===== src/rtl/prog_timer.sv =====
// prog_timer -- programmable tick generator.
//
// Counts steps in RUN and emits a registered one-cycle TICK each time the
// count reaches the programmed period. Periodic mode (MODE=0) keeps running;
// one-shot mode (MODE=1) parks in EXPIRED with DONE high until re-started.
//
// Optional feature: define TIMER_PRESCALER_EN to insert a PRESCALE-cycle
// prescaler so that one step takes PRESCALE enabled RUN cycles.
//
// Ports
//   CLK        in   1      clock, posedge
//   RES        in   1      asynchronous active-high reset
//   EN         in   1      step enable; low freezes counter and prescaler
//   START      in   1      level; IDLE/EXPIRED/RUN -> RUN with COUNT=0
//   STOP       in   1      level; any state -> IDLE with COUNT=0 (wins over START)
//   LOAD       in   1      capture PERIOD into period_q (0 is stored as 1)
//   PERIOD     in   WIDTH  new period in steps
//   MODE       in   1      0 = periodic, 1 = one-shot; sampled at each wrap
//   TICK       out  1      one-cycle pulse per expiry, registered
//   DONE       out  1      high in EXPIRED
//   BUSY       out  1      high in RUN
//   COUNT      out  WIDTH  current count
//   DBG_STATE  out  2      current FSM state (debug visibility only)
//
// Control handshake: START/STOP/LOAD are plain levels sampled on every
// rising CLK edge; there is no valid/ready pairing, each asserted cycle acts.

module prog_timer #(
    parameter int unsigned WIDTH          = 32,
    parameter int unsigned DEFAULT_PERIOD = 500000000,
    parameter int unsigned PRESCALE       = 1
) (
    input  logic             CLK,
    input  logic             RES,
    input  logic             EN,
    input  logic             START,
    input  logic             STOP,
    input  logic             LOAD,
    input  logic [WIDTH-1:0] PERIOD,
    input  logic             MODE,
    output logic             TICK,
    output logic             DONE,
    output logic             BUSY,
    output logic [WIDTH-1:0] COUNT,
    output logic [1:0]       DBG_STATE
);

    typedef enum logic [1:0] {
        S_IDLE    = 2'd0,
        S_RUN     = 2'd1,
        S_EXPIRED = 2'd2
    } state_t;

    // Reset period, truncated to WIDTH; a zero period would never wrap, so it becomes 1.
    localparam logic [WIDTH-1:0] DEF_TRUNC  = WIDTH'(DEFAULT_PERIOD);
    localparam logic [WIDTH-1:0] DEF_PERIOD = (DEF_TRUNC == '0) ? WIDTH'(1) : DEF_TRUNC;

    state_t           state_q, state_d;
    logic [WIDTH-1:0] count_q, count_d;
    logic [WIDTH-1:0] period_q, period_d;
    logic             tick_q, tick_d;
    logic             step;
    logic             wrap;

`ifdef TIMER_PRESCALER_EN
    localparam int unsigned PS_EFF = (PRESCALE == 0) ? 1 : PRESCALE;
    localparam int unsigned PS_W   = (PS_EFF > 1) ? $clog2(PS_EFF) : 1;
    localparam logic [PS_W-1:0] PS_LAST = PS_W'(PS_EFF - 1);

    logic [PS_W-1:0] ps_q, ps_d;

    // The prescaler only advances on enabled RUN cycles; a step fires on its
    // last phase and it returns to 0. START/STOP re-align it.
    always_comb begin
        ps_d = ps_q;
        step = 1'b0;
        if (STOP || START) begin
            ps_d = '0;
        end else if (state_q == S_RUN && EN) begin
            if (ps_q == PS_LAST) begin
                ps_d = '0;
                step = 1'b1;
            end else begin
                ps_d = ps_q + PS_W'(1);
            end
        end
    end

    always_ff @(posedge CLK or posedge RES) begin
        if (RES) begin
            ps_q <= '0;
        end else begin
            ps_q <= ps_d;
        end
    end
`else
    logic unused_prescale;
    assign unused_prescale = (PRESCALE == 0);
    assign step = (state_q == S_RUN) && EN;
`endif

    // Wrap when the current count has reached the last value of the period.
    // period_q is never 0, so the subtraction cannot underflow.
    assign wrap = (count_q >= (period_q - WIDTH'(1)));

    always_comb begin
        state_d  = state_q;
        count_d  = count_q;
        tick_d   = 1'b0;
        period_d = period_q;

        // A wrap on the same edge as LOAD still compares with the old period_q.
        if (LOAD) begin
            period_d = (PERIOD == '0) ? WIDTH'(1) : PERIOD;
        end

        if (STOP) begin
            state_d = S_IDLE;
            count_d = '0;
        end else if (START) begin
            state_d = S_RUN;
            count_d = '0;
        end else begin
            case (state_q)
                S_RUN: begin
                    if (step) begin
                        if (wrap) begin
                            count_d = '0;
                            tick_d  = 1'b1;
                            if (MODE) begin
                                state_d = S_EXPIRED;
                            end
                        end else begin
                            count_d = count_q + WIDTH'(1);
                        end
                    end
                end
                S_EXPIRED: begin
                    count_d = '0;
                end
                default: begin
                    state_d = S_IDLE;
                    count_d = '0;
                end
            endcase
        end
    end

    always_ff @(posedge CLK or posedge RES) begin
        if (RES) begin
            state_q  <= S_IDLE;
            count_q  <= '0;
            period_q <= DEF_PERIOD;
            tick_q   <= 1'b0;
        end else begin
            state_q  <= state_d;
            count_q  <= count_d;
            period_q <= period_d;
            tick_q   <= tick_d;
        end
    end

    assign TICK      = tick_q;
    assign DONE      = (state_q == S_EXPIRED);
    assign BUSY      = (state_q == S_RUN);
    assign COUNT     = count_q;
    assign DBG_STATE = state_q;

endmodule


===== config.mk =====
export PLATFORM = sky130hd
export DESIGN_NAME = prog_timer
export DESIGN_NICKNAME = d
export VERILOG_FILES = /design/src/rtl/prog_timer.sv
export SDC_FILE = /design/constraint.sdc
export NUM_CORES = 1
export LEC_CHECK = 0
export ABC_AREA = 1
export CAP_MARGIN = 20
export CORE_UTILIZATION = 54
export CTS_BUF_LIST = sky130_fd_sc_hd__clkbuf_4 sky130_fd_sc_hd__clkbuf_8
export DETAILED_ROUTE_END_ITERATION = 10
export PLACE_DENSITY = 0.9
export SYNTH_ARGS = -nofsm -noshare
export SYNTH_HDL_FRONTEND = slang
export SYNTH_SLANG_ARGS = --single-unit

===== constraint.sdc =====
create_clock -name CLK -period 3.8 [get_ports CLK]
set_clock_uncertainty 0.05 [all_clocks]
set_input_delay 0.57 -clock CLK [delete_from_list [all_inputs] [get_ports CLK]]
set_output_delay 0.57 -clock CLK [all_outputs]
set_load 0.005 [all_outputs]

==> results of run 1 <==
## flip-flops by register name (all words and copies together) (netlist names)
register and flops:
COUNT 32, period_q 32, DBG_STATE 2, TICK 1
## metrics by stage
| stage | worst slack [ps] | power, µW | hold slack, ps |
|---|---|---|---|
| CTS | 384.7 | 1602 | 451.4 |
| finish | 424.2 | 1604 | 452.8 |
| floorplan | 828.9 | 955.3 | 411.3 |
| global route | 19.66 | 1681 | 478.2 |
| global placement | 594.1 | 1039 | 432.5 |
| detailed placement | 401.8 | 1055 | 440.7 |
## placed cells by master, fill, tap and decap left out, types with 5 or more instances in the layout
cell type,instances
nor2_4,6
xor2_1,26
nor2_1,115
nand3_1,17
clkbuf_8,11
clkdlybuf4s50_1,75
ha_1,34
nand2_2,6
dfrtp_1,54
dfstp_2,13
inv_2,5
nor2_2,10
buf_4,5
a21oi_1,19
o21ai_0,29
inv_1,73
nor3_1,14
xnor2_1,8
nand4_1,14
nand2_1,171
## path summary, 6_finish.rpt
kind,to,slack [ps],cells after the start
setup / recovery,COUNT[19],420,24
hold / removal,period_q[26],450,2
setup reg to reg,COUNT[19],420,24
hold reg to reg,period_q[26],450,2
max in group asynchronous,period_q[8],2410,3
min in group asynchronous,COUNT[22],550,2
## worst min-delay path, cell delays in order, from the launching register on
cell and delay [ps]:
dfstp_2 400, nand2_1 60, nand2_1 40
## metal layers
| layer | track usage | share of wire |
|---|---|---|
| met1 | 0.3333 | 0.42 |
| met2 | 0.4512 | 0.49 |
| met3 | 0.05343 | 0.057 |
| met4 | 0.1149 | 0.028 |
| met5 | 0 | 0 |
## logic make-up after synthesis
kind of cell               Yosys count  synth area share
xor gates and xnor gates            34           0.06342
DFF                                 67            0.3605
buffers and inverters               89           0.07194
AOI/OAI and AO/OA                   61           0.07168
adders and majority gates           34           0.09059
and+or+nand+nor                    365            0.3419
## power by group
group          internal, µW  leakage, µW  switching, µW  total, µW
sequential              754     0.000855           33.4        788
clock                   284     0.000100            271        555
combinational           109      0.00173            152        261
total                  1150      0.00268            456       1600
## final cells by class
type                    instances  area share
multi-input cells             494      0.4612
flip-flops and latches         67      0.2922
repair buffers                 81      0.1408
inverters                      80     0.05182
clock buffers                  13     0.02872
well taps                     105     0.02267
clock inverters                 3    0.002591
==> flow_metrics.py, run 1 <==
metrics = {
    "outcome": {
        "status": "complete, no violations",
    },
    "final_layout": {
        "fin_cells": 843,
        "multiInputGateArea_um2": 2673,
        "regArea_um2": 1693,
        "stdcell_area_um2": 5794,
        "n_fill_cell": 659,
        "num_antenna_cells": 0,
        "drive_above_1_share": 0.1016,
        "finalNetCount": 806,
        "area_growth_pct": 23.39,
        "fin_util": 0.6982,
    },
    "critical_path": {
        "cp_max_fo": 23,
        "crit_required_ps": 4000,
        "r2r-start": "period_q[0]",
        "startpoint": "period_q[0]",
        "critical_path.cell_chain": "inv_1 > ha_1 > nand2_1 > nor2_4 > nand4_2 > nor2_2 > nand3_1 > nor2_2 > nand2_1 > xor2_1 > inv_1 > ha_1 > nand2_1 > inv_1 > nand2_1 > nand2_1 > nand2_1 > nand3_1 > a21oi_1 > nand2_1 > nand2_1 > nand2_1 > buf_4 > nor3_1",
        "cpLargestDelayFamily": "simple AND/OR/NAND/NOR gates",
        "worst_path_largest_cell_delay_ps": 380,
        "cp_common_cell": "nand2_1",
        "crit_slowest_cell": "dfrtp_1",
        "worstPathBufferInverterCount": 4,
        "end_kind": "flop",
        "crit_path_start_kind": "flop",
        "critPathArrivalTime_ps": 3570,
        "criticalPathCategory": "reg2reg",
    },
    "placement": {
        "placed_cell_area_um2": 5578,
        "gp_congestion": 0.9738,
        "dp_cells": 826,
        "hpwl_um": 8844,
        "port_buffers": 75,
    },
    "floorplan": {
        "std_cell_rows": 33,
        "die_w_um": 95.25,
        "initial_core_util": 0.5658,
        "ios": 76,
        "fp.coreArea_um2": 8299,
        "die_h_um": 95.25,
        "die-area_um2": 9073,
    },
    "hold_path": {
        "hold_path.class": "reg2reg",
        "min_from": "period_q[26]",
    },
    "logic_synthesis": {
        "synth_edf_count": 0,
        "synth_largest_area_cell": "dfrtp_1",
        "synth_area_leaders": "dfrtp_1 (29%), nand2_1 (14%), nor2_1 (9.3%), ha_1 (9.1%), dfstp_2 (7.3%)",
        "synth_most_common_cell": "nand2_1",
        "synth_common_cells": "nand2_1 (171), nor2_1 (116), inv_1 (74), dfrtp_1 (54), ha_1 (34)",
        "yosysSeqAreaShare": 0.3605,
        "yosys.area.top_type_share": 0.2878,
        "synthArstFlopShare": 1.000,
        "synth_cell_types": 32,
        "ys_ff_latch": 67,
        "ys.flop_type": "dfrtp_1",
        "syn_nets": 723,
        "synth_area_um2": 4696,
        "ys.warnings.count": 0,
        "avgSynthCellArea_um2": 7.224,
        "syn_inst": 650,
    },
    "clock_tree": {
        "root_buffer": "clkbuf_8",
        "clk-insertion-delay-late_ps": 350,
        "clk_pin_slew_worst_paths_ps": 70,
        "htree_levels": 3,
        "cts_tree": "yes",
        "clock_sinks": 67,
        "cts_hold_buf": 0,
        "postCtsResizedCells": 0,
        "post_cts_buffers": 0,
        "cts_inserted_buffers": 9,
        "clockBufferDepth": 2,
    },
    "job": {
        "drv_cap": 0,
    },
    "sta": {
        "finalSetupTns_ps": 0,
        "fmax_mhz": 296.2,
        "period_share": 0.8884,
        "slew_viol_final": 0,
        "slew_headroom": 0.4948,
        "rsz0062_at_grt": "no",
        "report.final.hold_viol_count": 0,
        "period_needed_ps": 3376,
        "setup_violations": 0,
        "tightest_slew_ps": 755.4,
    },
    "global_routing": {
        "grt_pass1_vias": 4235,
        "grt_usage": 0.2682,
        "grt_pass1_wl_um": 18730,
        "grt_max_degree": 50,
        "overflow": 0,
        "antenna_found_initial": 0,
    },
    "route": {
        "ant_nets": 0,
        "drtIter0Drc": 200,
        "post-route-drc-count": 0,
        "firstDrtPassIters": 5,
        "num_vias": 4467,
        "avgViaCountPerCell": 5.299,
        "detail_route.wl_per_cell_um": 13.32,
        "routed_wl_um": 11230,
    },
    "power": {
        "leakage_uw": 0.002684,
        "power.density_nw_per_um2": 276.8,
        "ir_drop_mv": 0.1710,
    },
}
No activity file was read; power rests on OpenSTA's default activity.
==> run 2, diff against run 1 <==
--- a/config.mk
+++ b/config.mk
@@ -7,6 +7,7 @@
 export LEC_CHECK = 0
 export ABC_AREA = 1
 export CAP_MARGIN = 20
+export CORE_MARGIN = 5
 export CORE_UTILIZATION = 54
 export CTS_BUF_LIST = sky130_fd_sc_hd__clkbuf_4 sky130_fd_sc_hd__clkbuf_8
 export DETAILED_ROUTE_END_ITERATION = 10
==> flow_metrics.py, run 2 (synthesis results as in run 1) <==
metrics = {
    "critical_path": {
        "cp_max_fo": 29,
        "rr_endpoint": "COUNT[12]",
        "crit_slowest_cell": "dfrtp_1",
        "r2r-start": "period_q[0]",
        "critical_path.cell_chain": "inv_1 > ha_1 > nand2_1 > nor2_4 > nand4_2 > nor2_2 > nand3_1 > nor2_1 > nand2_1 > xor2_1 > inv_1 > ha_1 > nand2_1 > inv_1 > nand2_1 > nand2_1 > nand2_1 > nand3_1 > a21oi_2 > nand2_1 > nand2_1 > nand2_1 > buf_12 > nor3_1",
        "crit_required_ps": 4000,
        "r2r_cells": 24,
        "cp.depth": 24,
        "crit_path_start_kind": "flop",
        "worst_path_largest_cell_delay_ps": 380,
        "cp_common_cell": "nand2_1",
        "rrSetupSlack_ps": 370,
        "critPathArrivalTime_ps": 3640,
        "criticalPathCategory": "reg2reg",
        "cpLargestDelayFamily": "simple AND/OR/NAND/NOR gates",
        "worstPathBufferInverterCount": 4,
        "end_kind": "flop",
    },
    "clock_tree": {
        "clock_sinks": 67,
        "cts_tree": "yes",
        "htree_levels": 3,
        "root_buffer": "clkbuf_8",
        "post_cts_buffers": 0,
        "clk_pin_slew_worst_paths_ps": 70,
        "clockBufferDepth": 2,
        "cts_inserted_buffers": 9,
        "clk-insertion-delay-late_ps": 360,
        "cts_hold_buf": 0,
        "postCtsResizedCells": 0,
    },
    "sta": {
        "setup_violations": 0,
        "rsz0062_at_grt": "no",
        "fmax_mhz": 291.4,
        "period_needed_ps": 3432,
        "slew_viol_final": 0,
        "tightest_slew_ps": 806.9,
        "period_share": 0.9032,
        "report.final.hold_viol_count": 0,
        "slew_headroom": 0.4620,
        "holdWs_ps": 447.4,
        "finalSetupTns_ps": 0,
    },
    "floorplan": {
        "die-area_um2": 10660,
        "ios": 76,
        "die_h_um": 103.3,
        "die_w_um": 103.3,
        "initial_core_util": 0.5464,
        "fp.coreArea_um2": 8593,
        "std_cell_rows": 34,
    },
    "power": {
        "power.internal_uw": 1153,
        "power.density_nw_per_um2": 276.5,
        "pwr-share-seq": 0.494,
        "ir_drop_mv": 0.1654,
        "clockPowerShare": 0.345,
        "leakage_uw": 0.002673,
        "p_comb_frac": 0.161,
        "switching_share": 0.2780,
        "switching_power_uw": 443.8,
    },
    "route": {
        "avgViaCountPerCell": 5.268,
        "detail_route.wl_per_cell_um": 13.46,
        "num_vias": 4441,
        "drtIter0Drc": 166,
        "post-route-drc-count": 0,
        "routed_wl_um": 11350,
        "ant_nets": 0,
        "firstDrtPassIters": 5,
    },
    "hold_path": {
        "min_from": "period_q[22]",
        "min_path_cells": 2,
        "hold_path.class": "reg2reg",
        "min_to": "period_q[22]",
    },
    "global_routing": {
        "grt_pass1_wl_um": 18940,
        "overflow": 0,
        "grt_usage": 0.2243,
        "grt_max_degree": 68,
        "antenna_found_initial": 0,
        "grt_pass1_vias": 4327,
    },
    "final_layout": {
        "drive_above_1_share": 0.09660,
        "fin_util": 0.6718,
        "area_growth_pct": 22.94,
        "stdcell_area_um2": 5773,
        "layout_commonest_cell": "nand2_1",
        "finalNetCount": 804,
        "num_antenna_cells": 0,
        "layout_common_cells": "nand2_1 (171), nor2_1 (116), clkdlybuf4s50_1 (75)",
        "n_fill_cell": 682,
    },
    "placement": {
        "gp_congestion": 0.9367,
        "placed_cell_area_um2": 5587,
        "port_buffers": 75,
        "hpwl_um": 8975,
    },
    "outcome": {
        "status": "complete, no violations",
    },
    "job": {
        "drv_cap": 0,
    },
}
==> run 2: layout make-up <==
cell class              instances  area [µm²]  share of cell area
multi-input cells             494        2669              0.4623
flip-flops and latches         67        1693              0.2932
repair buffers                 79       793.3              0.1374
inverters                      80       300.3             0.05202
clock buffers                  13       172.7             0.02991
well taps                     108       135.1             0.02341
clock inverters                 2       10.01            0.001734
==> run 2: metal layers <==
| metal | share of wire | global-route usage | up-vias | routed length (µm) |
|---|---|---|---|---|
| met5 | 0 | 0 | - | 0 |
| met2 | 0.51 | 0.3947 | 129 | 5795 |
| met4 | 0.019 | 0.09761 | 0 | 216 |
| met3 | 0.050 | 0.02616 | 16 | 570 |
| met1 | 0.42 | 0.2772 | 2065 | 4765 |
| li1 | - | - | 2231 | - |
==> run 2: how the worst max path moves through the flow <==
stage                            from         to  slack [ps]
final                     period_q[0]  COUNT[12]         370
after global routing      period_q[0]  COUNT[15]          40
after CTS                 period_q[0]  COUNT[12]         340
after detailed placement  period_q[0]  COUNT[12]         360
after global placement    period_q[0]  COUNT[25]         590
after floorplan           period_q[0]  COUNT[25]         830
==> run 2: power groups by stage <==
| stage | sequential [µW] | combinational [µW] | clock [µW] |
|---|---|---|---|
| floorplan | 792 | 164 | 0 |
| global placement | 797 | 242 | 0 |
| detailed placement | 800 | 255 | 0 |
| CTS | 788 | 258 | 557 |
| global route | 792 | 290 | 582 |
| finish | 789 | 257 | 551 |
==> run 2: tightest hold or removal path, stage by stage, from the launching register on <==
cell and delay [ps]:
dfstp_2 390, nand2_1 60, nand2_1 40
==> run 2: stage by stage <==
step           total power, µW  worst slack [ps]  std cells
3_3_place_gp              1039             594.6        828
5_1_grt                   1665             42.79        843
4_1_cts                   1603             337.3        843
2_1_floorplan            955.3             828.9        650
3_5_place_dp              1055             356.9        828
6_report                  1596             367.8        843
